==> src/rtl/scratch_pad_port_adapter_pkg.sv <==
// Shared helpers for the scratch pad port adapter.
// Bit-width function and request entry field layout.
package scratch_pad_port_adapter_pkg;

  // Bits needed to represent n.
  function automatic int log2(input int n);
    int r;
    int v;
    r = 0;
    v = n;
    while (v > 0) begin
      r++;
      v = v >> 1;
    end
    return r;
  endfunction

  function automatic int req_d_lsb();
    return 0;
  endfunction

  function automatic int req_addr_lsb(input int w);
    return w;
  endfunction

  function automatic int req_wr_bit(input int aw, input int w);
    return aw + w;
  endfunction

  function automatic int req_entry_w(input int aw, input int w);
    return 1 + aw + w;
  endfunction

endpackage

==> src/rtl/scratch_pad_port_adapter_sp_fifo.sv <==
// Synchronous FIFO with count, full and empty.
// Pointers wrap naturally; full/empty come from the count register.
module sp_fifo
  import scratch_pad_port_adapter_pkg::*;
#(
  parameter int WIDTH = 8,
  parameter int DEPTH = 4
) (
  input  logic                     clk,
  input  logic                     rst,
  input  logic                     push,
  input  logic                     pop,
  input  logic [WIDTH-1:0]         d,
  output logic [WIDTH-1:0]         q,
  output logic [log2(DEPTH)-1:0]   count,
  output logic                     full,
  output logic                     empty
);

  localparam int PW = log2(DEPTH - 1);
  localparam int CW = log2(DEPTH);

  logic [WIDTH-1:0] mem [DEPTH];
  logic [PW-1:0]    wr_ptr;
  logic [PW-1:0]    rd_ptr;
  logic             do_push;
  logic             do_pop;

  assign full    = (count == CW'(DEPTH));
  assign empty   = (count == '0);
  assign do_push = push & ~full;
  assign do_pop  = pop & ~empty;
  assign q       = mem[rd_ptr];

  always_ff @(posedge clk) begin
    if (do_push) mem[wr_ptr] <= d;
  end

  always_ff @(posedge clk or posedge rst) begin
    if (rst) begin
      wr_ptr <= '0;
      rd_ptr <= '0;
      count  <= '0;
    end else begin
      if (do_push) wr_ptr <= wr_ptr + PW'(1);
      if (do_pop)  rd_ptr <= rd_ptr + PW'(1);
      unique case ({do_push, do_pop})
        2'b10:   count <= count + CW'(1);
        2'b01:   count <= count - CW'(1);
        default: count <= count;
      endcase
    end
  end

endmodule

==> src/rtl/scratch_pad_port_adapter.sv <==
// Per-port front end: in-order request queue, credit-gated read issue,
// and a response queue sized so every returned word has a slot.
module scratch_pad_port_adapter
  import scratch_pad_port_adapter_pkg::*;
#(
  parameter int PORTS          = 8,
  parameter int WIDTH          = 64,
  parameter int FRAGMENT_DEPTH = 512,
  parameter int DEPTH          = FRAGMENT_DEPTH * PORTS,
  parameter int ADDR_WIDTH     = log2(DEPTH - 1),
  parameter int REQ_DEPTH      = 4,
  parameter int RESP_DEPTH     = 4
) (
  input  logic                  clk,
  input  logic                  rst,
  input  logic                  req_rd_en,
  input  logic                  req_wr_en,
  input  logic [ADDR_WIDTH-1:0] req_addr,
  input  logic [WIDTH-1:0]      req_d,
  output logic                  req_full,
  output logic [WIDTH-1:0]      resp_q,
  output logic                  resp_valid,
  input  logic                  resp_stall,
  output logic                  sp_rd_en,
  output logic                  sp_wr_en,
  output logic [ADDR_WIDTH-1:0] sp_addr,
  output logic [WIDTH-1:0]      sp_d,
  input  logic                  sp_full,
  input  logic [WIDTH-1:0]      sp_q,
  input  logic                  sp_valid,
  output logic                  sp_stall,
  output logic                  err
);

  localparam int EW  = req_entry_w(ADDR_WIDTH, WIDTH);
  localparam int WB  = req_wr_bit(ADDR_WIDTH, WIDTH);
  localparam int AL  = req_addr_lsb(WIDTH);
  localparam int DL  = req_d_lsb();
  localparam int RCW = log2(REQ_DEPTH);
  localparam int SCW = log2(RESP_DEPTH);
  localparam int OW  = log2(RESP_DEPTH) + 1;
  localparam int CRW = OW + 1;

  logic [EW-1:0]  req_entry;
  logic [EW-1:0]  head;
  logic [RCW-1:0] req_count;
  logic           req_empty;
  logic           req_push;
  logic           req_drop;

  logic [SCW-1:0] resp_count;
  logic           resp_full;
  logic           resp_empty;
  logic           resp_push;
  logic           resp_pop;

  logic [OW-1:0]  outstanding;
  logic           head_wr;
  logic           credit_ok;
  logic           fire;
  logic           rd_fire;
  logic           ret_ok;
  logic           ret_bad;
  logic           unused_req_count;

  assign req_entry = {req_wr_en, req_addr, req_d};
  assign req_push  = (req_rd_en | req_wr_en) & ~req_full;
  assign req_drop  = (req_rd_en | req_wr_en) & req_full;

  sp_fifo #(.WIDTH(EW), .DEPTH(REQ_DEPTH)) u_req (
    .clk   (clk),
    .rst   (rst),
    .push  (req_push),
    .pop   (fire),
    .d     (req_entry),
    .q     (head),
    .count (req_count),
    .full  (req_full),
    .empty (req_empty)
  );

  assign unused_req_count = ^req_count;

  assign head_wr   = head[WB];
  assign sp_addr   = head[AL +: ADDR_WIDTH];
  assign sp_d      = head[DL +: WIDTH];
  // Reads reserve a response slot; in-flight plus buffered words never exceed it.
  assign credit_ok = (CRW'(outstanding) + CRW'(resp_count)) < CRW'(RESP_DEPTH);
  assign fire      = ~req_empty & ~sp_full & (head_wr | credit_ok);
  assign sp_wr_en  = fire & head_wr;
  assign sp_rd_en  = fire & ~head_wr;
  assign rd_fire   = sp_rd_en;

  assign ret_ok    = sp_valid & (outstanding != '0);
  assign ret_bad   = sp_valid & ((outstanding == '0) | resp_full);
  assign resp_push = ret_ok & ~resp_full;
  assign resp_pop  = resp_valid & ~resp_stall;

  sp_fifo #(.WIDTH(WIDTH), .DEPTH(RESP_DEPTH)) u_resp (
    .clk   (clk),
    .rst   (rst),
    .push  (resp_push),
    .pop   (resp_pop),
    .d     (sp_q),
    .q     (resp_q),
    .count (resp_count),
    .full  (resp_full),
    .empty (resp_empty)
  );

  assign resp_valid = ~resp_empty;
  assign sp_stall   = resp_full;

  always_ff @(posedge clk or posedge rst) begin
    if (rst) begin
      outstanding <= '0;
      err         <= 1'b0;
    end else begin
      unique case (1'b1)
        rd_fire & ~ret_ok: outstanding <= outstanding + OW'(1);
        ~rd_fire & ret_ok: outstanding <= outstanding - OW'(1);
        default:           outstanding <= outstanding;
      endcase
      err <= err | req_drop | ret_bad;
    end
  end

endmodule

==> config.mk <==
export PLATFORM = sky130hd
export DESIGN_NAME = scratch_pad_port_adapter
export DESIGN_NICKNAME = d
export VERILOG_FILES = /design/src/rtl/scratch_pad_port_adapter_pkg.sv /design/src/rtl/scratch_pad_port_adapter_sp_fifo.sv /design/src/rtl/scratch_pad_port_adapter.sv
export SDC_FILE = /design/constraint.sdc
export NUM_CORES = 1
export LEC_CHECK = 0
export CORE_UTILIZATION = 59
export CTS_CLUSTER_DIAMETER = 150
export DETAILED_ROUTE_END_ITERATION = 7
export PLACE_DENSITY = 0.85
export SETUP_SLACK_MARGIN = 0.5
export SLEW_MARGIN = 25
export SYNTH_ARGS = -nofsm -noshare
export SYNTH_HDL_FRONTEND = slang
export SYNTH_SLANG_ARGS = --single-unit
==> constraint.sdc <==
create_clock -name clk -period 6.9 [get_ports clk]
set_input_delay 1.38 -clock clk [delete_from_list [all_inputs] [get_ports clk]]
set_output_delay 1.38 -clock clk [all_outputs]
set_load 0.03 [all_outputs]
## Yosys cells after proc, flatten, opt, wreduce, memory -nomap -nowiden

Memory sizes are Yosys's and may differ from the RTL's.
Cells that the tools add are included.
Widths: inputs -> output; s select.

| word-level totals | value |
|---|---|
| logic and storage cells | 72 |
| bits in latches | 0 |
| memories | 2 |
| output and inout port bits | 146 |
| bits in writable memories | 564 |
| memory bits (read-only) | 0 |
| input bits | 147 |
| bits in registers | 19 |

| cells by class | value |
|---|---|
| multipliers | 0 |
| reductions and logical operators | 7 |
| bitwise operators | 30 |
| eq/ne operators | 6 |
| shift-type cells | 0 |
| multiplexer cells | 7 |
| div/mod/pow operators | 0 |
| order comparisons | 1 |
| add/subtract/negate cells | 11 |

Memory list:

| memory | words | bits a word | rd ports | clocked after Yosys merged registers in | write ports | line | RTL |
|---|---|---|---|---|---|---|---|
| u_req.mem | 4 | 77 | 1 | 0 | 1 | scratch_pad_port_adapter_sp_fifo.sv:23 | `logic [WIDTH-1:0] mem [DEPTH];` |
| u_resp.mem | 4 | 64 | 1 | 0 | 1 | scratch_pad_port_adapter_sp_fifo.sv:23 |  |

Operator list:

| cell | number |
|---|---|
| $and 1x1->1 | 16 |
| $pmux 3 s2 | 2 |
| $not 1->1 | 9 |
| $add 2x1->2 const B | 4 |
| $pmux 4 s2 | 1 |
| $add 3x1->3 const B | 2 |
| $eq 3x3->1 const B | 2 |
| $logic_not 3->1 | 2 |
| $reduce_bool 2->1 | 3 |
| $sub 3x1->3 const B | 2 |
| $add 4x3->5 | 1 |
| $lt 5x3->1 const B | 1 |
| $or 1x1->1 | 5 |
| $add 4x1->4 const B | 1 |
| $eq 2x1->1 const B | 2 |
| $eq 2x2->1 const B | 2 |
| $logic_not 4->1 | 1 |
| $mux 1 | 4 |
| $reduce_bool 4->1 | 1 |
| $sub 4x1->4 const B | 1 |

## Logic depth before layout (Yosys ltp)

Gate-level depths: netlist of the first run.

| depth | value |
|---|---|
| depth after elaboration | 8 |
| gate-level depth with buffers | 10 |
| depth with buffers taken out | 10 |

## Modules after synthesis

From an unflattened synthesis of the first run, not the netlist that was laid out.

| unflattened totals | value |
|---|---|
| cell total of the unflattened synthesis | 865 |
| area, all modules | 21652.0 µm² |

Modules (own cells, without submodules):

| module | cells each | area an instance (µm²) | sequential area each (µm²) | times used |
|---|---|---|---|---|
| sp_fifo (u_req) | 441 | 11532.3 | 9424.0 | 1 |
| sp_fifo (u_resp) | 372 | 9659.3 | 7862.5 | 1 |
| scratch_pad_port_adapter | 52 | 460.4 | 125.1 | 1 |

## Least setup slack after synthesis of the first run

OpenSTA, ideal clock, no wires.

| path | value |
|---|---|
| path type | input -> register |
| start point | input port req_wr_en |
| end point | memory u_req.mem[0][0] in the netlist's numbering (enable) |
| setup slack | 2.915 ns |
| library setup time | 0.444 ns |
| data required time | 6.456 ns |
| stages on the path | 3 |
| arrival time | 3.542 ns |
| path through | nor2_1 -> nor2_1 -> and2_1 |

| on the way | value |
|---|---|
| longest elaborated chain between the ends | 5 |

Ends and longest elaborated chain:

| item | line | RTL |
|---|---|---|
| start, declared | scratch_pad_port_adapter.sv:17 | `input logic req_wr_en,` |
| $or 1x1->1 | scratch_pad_port_adapter.sv:67 | `assign req_push = (req_rd_en \| req_wr_en) & ~req_full;` |
| $and 1x1->1 | scratch_pad_port_adapter.sv:67 |  |
| $and 1x1->1 | scratch_pad_port_adapter_sp_fifo.sv:31 | `assign do_push = push & ~full;` |
| $mux 1 | scratch_pad_port_adapter_sp_fifo.sv:36 | `if (do_push) mem[wr_ptr] <= d;` |
| $mux 1 (implied by the code) | scratch_pad_port_adapter_sp_fifo.sv:36 |  |
| end, declared | scratch_pad_port_adapter_sp_fifo.sv:23 |  |

No other way between the ends.

## Final worst setup path of the first run

| path | value |
|---|---|
| start point | register u_req.rd_ptr[0] |
| end point | output port sp_d[40] |

| on the way | value |
|---|---|
| longest elaborated chain between the ends | 1 |

Ends and longest elaborated chain:

| item | line | RTL |
|---|---|---|
| start, declared | scratch_pad_port_adapter_sp_fifo.sv:25 | `logic [PW-1:0] rd_ptr;` |
| start signal, assigned | scratch_pad_port_adapter_sp_fifo.sv:46 | `if (do_pop) rd_ptr <= rd_ptr + PW'(1);` |
| $mem_v2 4x77 | n/a |  |
| end, declared | scratch_pad_port_adapter.sv:27 | `output logic [WIDTH-1:0] sp_d,` |

No other way between the ends.

==> implementation parameters, run 1 <==
Parameter                              Value

Status
  Run status ... finished, violations left
  Failing checks ... DRC

Drt
  DRT Pass-1 Iters ... 7
  Number of vias in the routed layout ... roughly 10000
  Highest routing layer actually used ... met4
  Post-detailed-routing wire length ... between 40 and 50 mm
  Metal-1 WL ... between 15 and 20 mm
  DR WL met3 ... roughly 2.7 mm
  Routed WL per cell ... approximately 25 um
  Post-route antenna net violation count ... 0
  Mean number of vias per cell ... between 5 and 6
  DRC marker count from the first detailed-route iteration ... around 680
  DRC viols ... 30
  Met2 layer wire length in the routed design ... 22.02 mm

STA
  Timing-limited maximum frequency ... approximately 210 MHz
  Worst-case setup margin in the final layout ... ~2100 ps
  Worst Max-Slew Pin Slew ... 925.0 ps
  Sum Neg Setup Slack ... 0 ps
  Worst hold slack ... 478.4 ps
  Minimum clock period ... roughly 4800 ps
  Slew margin rel. ... 0.3833
  Final critical-path share of the clock period ... 0.6916
  Final-report max-slew violation count ... 0
  Hold violation total from the final report ... 0
  Worst-case clock skew ... around 24 ps
  Setup repair after global routing missed its margin ... false
  Final setup violation count ... 0

Yosys
  Ys async rst share ... 0.03259
  Count of state elements after synthesis ... 583
  Post-synthesis cell type count ... 35
  Per-instance average area after synthesis ... 24.97 um^2
  Post-synthesis instance total ... about 860
  Number of warnings reported in the yosys synthesis log ... 0
  Number of enable-type register cells in the synthesized netlist ... 564
  Dominant synthesized flop cell ... sky130_fd_sc_hd__edfxtp_1
  Cell area after synthesis ... about 21000 um^2
  Net Count, Synth ... approximately 1000
  Post-synthesis sequential area ratio ... 0.8100

Critical path
  Biggest cell delay along the critical path ... between 900 and 1000 ps
  Buffers and inverters on the worst path ... 2
  Cells traversed along the worst timing path ... buf_4 -> mux4_2 -> clkdlybuf4s50_1
  Critical Path Start Type ... flop
  Setup CP Type ... flop to primary output
  Critical path's top delay family ... buffers and inverters
  Critical path peak fanout ... between 40 and 50
  Cell with the largest stage delay on the worst path ... sky130_fd_sc_hd__dfrtp_4
  Worst Path Arrival ... approximately 3400 ps
  Data required time of the critical path ... between 5000 and 6000 ps
  Setup slack on the worst flop-to-flop path ... about 3800 ps
  Endpoint type of the worst setup path ... primary output

Clocking
  Post-CTS sizing ... 0
  Number of hold buffers added after cts ... 0
  Clock transition at path regs ... 60 ps
  Max clock buf depth ... 3
  Number of buffers inserted during clock tree synthesis ... 55
  Count of H-tree levels built during CTS ... 2
  Clk sink count ... 583
  Clock tree from TritonCTS ... yes
  Clock tree root driver cell ... sky130_fd_sc_hd__clkbuf_16
  # Post-CTS Setup Buffers ... 0
  Latest clock arrival within the worst-skew pair ... about 600 ps

Power
  Maximum vdd drop ... just over 0.4 mV
  Reported leakage power ... a little under 9 nW
  Total design power ... between 10 and 15 mW
  Power density of the placed cells ... approximately 500 nW/um^2

Placed design
  Total half-perimeter wirelength after legalization and detailed placement ... 25.29 mm
  Global placement routability congestion ... approximately 0.77
  Worst slack at placement ... approximately 2600 ps
  PortBufs ... between 200 and 300

Global routing
  Overall track demand over capacity in global routing ... 0.2287
  Overflow left after global routing ... 0
  First-pass GRT wire length ... 61.76 mm
  Pin count of the biggest net entering global routing ... 52
  Initial antenna violation count ... 6
  Vias in the first global route ... slightly above 10000

Floorplanning
  Die height ... around 190 um
  Die Footprint ... between 30000 and 40000 um^2
  Die boundary width ... between 150 and 200 um
  Site Rows ... 69
  Starting density of the core ... 0.6014
  Total I/O pin count ... 293
  Area of the placeable core ... 35740 um^2

Layout
  Utilization of the core after routing ... 0.7467
  Area grow syn2layout ... 24.16%
  Layout Nets ... roughly 1400
  Area used by sequential logic in the layout ... roughly 17000 um^2
  Combined area of the multi-input logic cells ... 3887 um^2
  Fraction of layout cells with a size suffix above 1 ... 0.2005
  Filler instances ... approximately 2000
  Most frequent standard cell in the layout excluding fill and tap cells ... sky130_fd_sc_hd__edfxtp_1
  Most frequent cells in the layout ... 564 x sky130_fd_sc_hd__edfxtp_1, 292 x sky130_fd_sc_hd__clkdlybuf4s50_1, 140 x sky130_fd_sc_hd__mux4_2

Job
  Count of max-cap constraint violations ... 0

Hold path
  Type of the most critical hold path ... flop to flop
## sequential cells by signal (all words and copies together), names as in the netlist
signal         cells
u_req.mem        308
u_resp.rd_ptr      2
u_resp.wr_ptr      2
outstanding        4
err                1
u_req.wr_ptr       2
u_resp.count       3
u_req.rd_ptr       2
u_req.count        3
u_resp.mem       256
## layer usage
metal,global-route usage,vias up
li1,-,4323
met2,0.3785,339
met1,0.2967,5226
met5,0,-
met4,0.09661,0
met3,0.04837,74
## power breakdown
group | total [mW] | internal, mW | switching, mW
combinational | 4.93 | 2.15 | 2.78
sequential | 5.31 | 4.90 | 0.405
clock | 2.81 | 1.58 | 1.23
## final cells by class
type / count / share of cell area
Sequential cell: 583 / 0.6529
Multi-Input combinational cell: 227 / 0.1457
Timing Repair Buffer: 306 / 0.1139
Clock buffer: 72 / 0.05551
Tap cell: 461 / 0.02161
Clock inverter: 26 / 0.007266
Inverter: 18 / 0.002532
Antenna cell: 7 / 0.0006563
## path summary, 6_finish.rpt
kind                                              from                            to  cells past startpoint
hold reg to reg                          err$_DFF_PP0_                 err$_DFF_PP0_                      1
hold / removal                           err$_DFF_PP0_                 err$_DFF_PP0_                      1
max in group asynchronous                          rst  u_resp.rd_ptr[0]$_DFFE_PP0P_                      2
min in group asynchronous                          rst   u_req.rd_ptr[0]$_DFFE_PP0P_                      2
setup reg to reg            outstanding[2]$_DFFE_PP0P_    outstanding[3]$_DFFE_PP0P_                     10
setup / recovery           u_req.rd_ptr[0]$_DFFE_PP0P_                      sp_d[40]                      3
## stage by stage
step	std cells	cell area (um^2)
3_3_place_gp	1594	24980
3_5_place_dp	1594	24980
5_1_grt	1698	26680
2_1_floorplan	861	21500
4_1_cts	1692	26650
6_report	1700	26690
## logic make-up after synthesis
| group | Yosys count | share of synthesized area |
|---|---|---|
| AOI/OAI and AO/OA | 12 | 0.003610 |
| DFF | 583 | 0.8100 |
| buffers and inverters | 51 | 0.009837 |
| adders and majority gates | 18 | 0.01153 |
| and+or+nand+nor | 37 | 0.009605 |
| xor gates and xnor gates | 13 | 0.005297 |
| muxes | 147 | 0.1501 |
## synthesized netlist by cell type, drive strengths merged (5+ instances only)
library cell / n / area [um^2]
and2: 8 / 50.05
buf: 22 / 102.6
clkbuf: 11 / 41.29
dfrtp: 19 / 475.5
edfxtp: 564 / 16940
ha: 15 / 187.7
inv: 18 / 67.56
mux4: 140 / 3153
nand2: 5 / 18.77
nor2: 7 / 26.28
xnor2: 7 / 61.31
xor2: 6 / 52.55
## worst reg2reg max path, stage by stage, from the launching register on
cell,delay (ps)
sky130_fd_sc_hd__dfrtp_1,430
sky130_fd_sc_hd__ha_1,300
sky130_fd_sc_hd__or4_4,520
sky130_fd_sc_hd__a31oi_1,200
sky130_fd_sc_hd__nand3_1,140
sky130_fd_sc_hd__ha_1,300
sky130_fd_sc_hd__ha_1,300
sky130_fd_sc_hd__a21o_1,150
sky130_fd_sc_hd__a21oi_1,90
sky130_fd_sc_hd__or4_2,540
sky130_fd_sc_hd__nand3_1,100
(Power assumes the default switching activity.)
==> run 2: changes to the inputs <==
CORE_UTILIZATION = 49   (was 59)
PLACE_DENSITY = 0.75   (was 0.85)
clock period = 4.2 ns   (was 6.9 ns; I/O delays follow)
==> implementation parameters, run 2 (synthesis results as in run 1) <==
Parameter                              Value

Power
  Total design power ... 22.00 mW (+69%)
  Power density of the placed cells ... 806.8 nW/um^2 (+65%)
  Reported leakage power ... 8.959 nW (+2.1%)
  Maximum vdd drop ... 0.4852 mV (+18%)

Global routing
  Vias in the first global route ... 10720 (+3.5%)
  Overflow left after global routing ... 0 (unchanged)
  Pin count of the biggest net entering global routing ... 65 (+25%)
  Overall track demand over capacity in global routing ... 0.1941 (-0.03456)
  Initial antenna violation count ... 8 (+2)
  First-pass GRT wire length ... 63.88 mm (+3.4%)

Layout
  Area grow syn2layout ... 26.85%
  Most frequent cells in the layout ... 564 x sky130_fd_sc_hd__edfxtp_1, 291 x sky130_fd_sc_hd__clkdlybuf4s50_1, 140 x sky130_fd_sc_hd__mux4_2
  Fraction of layout cells with a size suffix above 1 ... 0.2127 (+0.01226)
  Filler instances ... 2907 (+48%)
  Area used by sequential logic in the layout ... 17420 um^2 (unchanged)
  Largest registers ranked by flip-flop count ... u_req.mem (308), u_resp.mem (256), outstanding (4)
  Utilization of the core after routing ... 0.6316 (-0.1151)
  Layout Nets ... 1375 (+1.4%)
  Most frequent standard cell in the layout excluding fill and tap cells ... sky130_fd_sc_hd__edfxtp_1
  Post-route cell area ... 27270 um^2 (+2.2%)
  Most flops, register ... u_req.mem
  Largest register FFs ... 308 (unchanged)
  Combined area of the multi-input logic cells ... 3887 um^2 (unchanged)

Floorplanning
  Die height ... 211.5 um (+9.6%)
  Die Footprint ... 44710 um^2 (+20%)
  Starting density of the core ... 0.4979 (-0.1035)
  Site Rows ... 76 (+10%)
  Die boundary width ... 211.5 um (+9.6%)
  Area of the placeable core ... 43170 um^2 (+21%)
  Total I/O pin count ... 293 (unchanged)

Critical path
  Depth of the most critical reg-to-reg path ... 10 (unchanged)
  Critical path peak fanout ... 61 (+36%)
  Endpoint type of the worst setup path ... primary output
  Setup CP Type ... flop to primary output
  Data required time of the critical path ... 3360 ps (-2160 ps)
  Worst Path Arrival ... 2720 ps (-670 ps)
  Critical Path Start Type ... flop

Placed design
  Global placement routability congestion ... 0.7278 (-5.2%)
  PortBufs ... 292 (unchanged)
  Total half-perimeter wirelength after legalization and detailed placement ... 25.78 mm (+1.9%)
  Cell area after placement ... 25360 um^2 (+1.5%)

STA
  Worst Max-Slew Pin Slew ... 813.7 ps (-111.3 ps)
  Final-report max-slew violation count ... 0 (unchanged)
  Worst hold slack ... 473.9 ps (-4.548 ps)
  Final critical-path share of the clock period ... 0.8486
  Worst-case clock skew ... 25.12 ps (+1.444 ps)
  Sum Neg Setup Slack ... 0 ps (unchanged)
  Timing-limited maximum frequency ... between 200 and 300 MHz
  Hold violation total from the final report ... 0 (unchanged)
  Slew margin rel. ... 0.4569 (+0.07358)
  Minimum clock period ... 3564 ps
  Final setup violation count ... 0 (unchanged)
  Setup repair after global routing missed its margin ... false

Clocking
  Number of buffers inserted during clock tree synthesis ... 57 (+3.6%)
  Max clock buf depth ... 3 (unchanged)
  Clk sink count ... 583 (unchanged)
  Clock tree from TritonCTS ... yes
  Clock tree root driver cell ... sky130_fd_sc_hd__clkbuf_16
  Latest clock arrival within the worst-skew pair ... 600 ps (about the same)
  Count of H-tree levels built during CTS ... 2 (unchanged)
  Clock transition at path regs ... 60 ps (about the same)
  Number of hold buffers added after cts ... 0 (unchanged)

Hold path
  Hold path cells ... 1 (unchanged)
  Type of the most critical hold path ... flop to flop

Drt
  DRC viols ... 0 (-100%)
  Routed WL per cell ... 23.27 um (-5.8%)
  Post-route antenna net violation count ... 0 (unchanged)
  Post-detailed-routing wire length ... 43.00 mm (+2.4%)
  Number of vias in the routed layout ... 9948 (-0.14%)
  DRT Pass-1 Iters ... 4 (-3)
  DRC marker count from the first detailed-route iteration ... 691 (+2.2%)
  Mean number of vias per cell ... 5.383 (-8.1%)

Job
  Count of max-cap constraint violations ... 0 (unchanged)

Status
  Run status ... completed
## run 2: path summary, 6_finish.rpt
kind / endpoint / startpoint / slack [ps]
max: sp_d[17] / u_req.rd_ptr[1]$_DFFE_PP0P_ / 640
min: err$_DFF_PP0_ / err$_DFF_PP0_ / 470
max reg2reg: outstanding[3]$_DFFE_PP0P_ / u_resp.count[2]$_DFFE_PP0P_ / 930
min reg2reg: err$_DFF_PP0_ / err$_DFF_PP0_ / 470
max in group asynchronous: u_resp.rd_ptr[0]$_DFFE_PP0P_ / rst / 2880
min in group asynchronous: outstanding[2]$_DFFE_PP0P_ / rst / 730
## run 2: metrics by stage
| stage | instances | setup WS (ps) |
|---|---|---|
| 2_1_floorplan | 861 | 754.7 |
| 3_3_place_gp | 1727 | 892.7 |
| 3_5_place_dp | 1727 | 885.7 |
| 4_1_cts | 1840 | 571.6 |
| 5_1_grt | 1846 | 507.6 |
| 6_report | 1848 | 635.9 |
## run 2: cell type report
| cell class | count | area share |
|---|---|---|
| flip-flops and latches | 583 | 0.6390 |
| multi-input cells | 227 | 0.1426 |
| repair buffers | 323 | 0.1229 |
| clock buffers | 76 | 0.05649 |
| well taps | 585 | 0.02684 |
| clock inverters | 28 | 0.008994 |
| inverters | 18 | 0.002478 |
| diodes | 8 | 0.0007342 |
## run 2: report_power, final
part / total [mW] / internal [mW] / switching, mW / leakage, nW
clock: 4.87 / 2.81 / 2.06 / 0.870
combinational: 8.64 / 3.77 / 4.86 / 2.68
sequential: 8.50 / 8.04 / 0.453 / 5.40
total: 22.0 / 14.6 / 7.37 / 8.96
## run 2: critical path, stage by stage (launching register included)
cell	delay, ps
sky130_fd_sc_hd__dfrtp_4	630
sky130_fd_sc_hd__buf_12	380
sky130_fd_sc_hd__mux4_2	380
sky130_fd_sc_hd__clkdlybuf4s50_1	650
## run 2: what timing repair did
item / CTS / global route
endpoints found under the setup margin: 94 / 1
gates resized for setup: 1 / 1
buffers inserted: 9 / 0
## run 2: per-layer routing
| metal | track usage | wire length [um] | share of wire | vias up |
|---|---|---|---|---|
| li1 | - | - | - | 4369 |
| met1 | 0.2424 | 16810 | 0.39 | 5235 |
| met3 | 0.04703 | 2418 | 0.056 | 78 |
| met4 | 0.07471 | 1227 | 0.029 | 2 |
| met2 | 0.3291 | 22530 | 0.52 | 264 |
| met5 | 0 | 13 | 0.00030 | - |
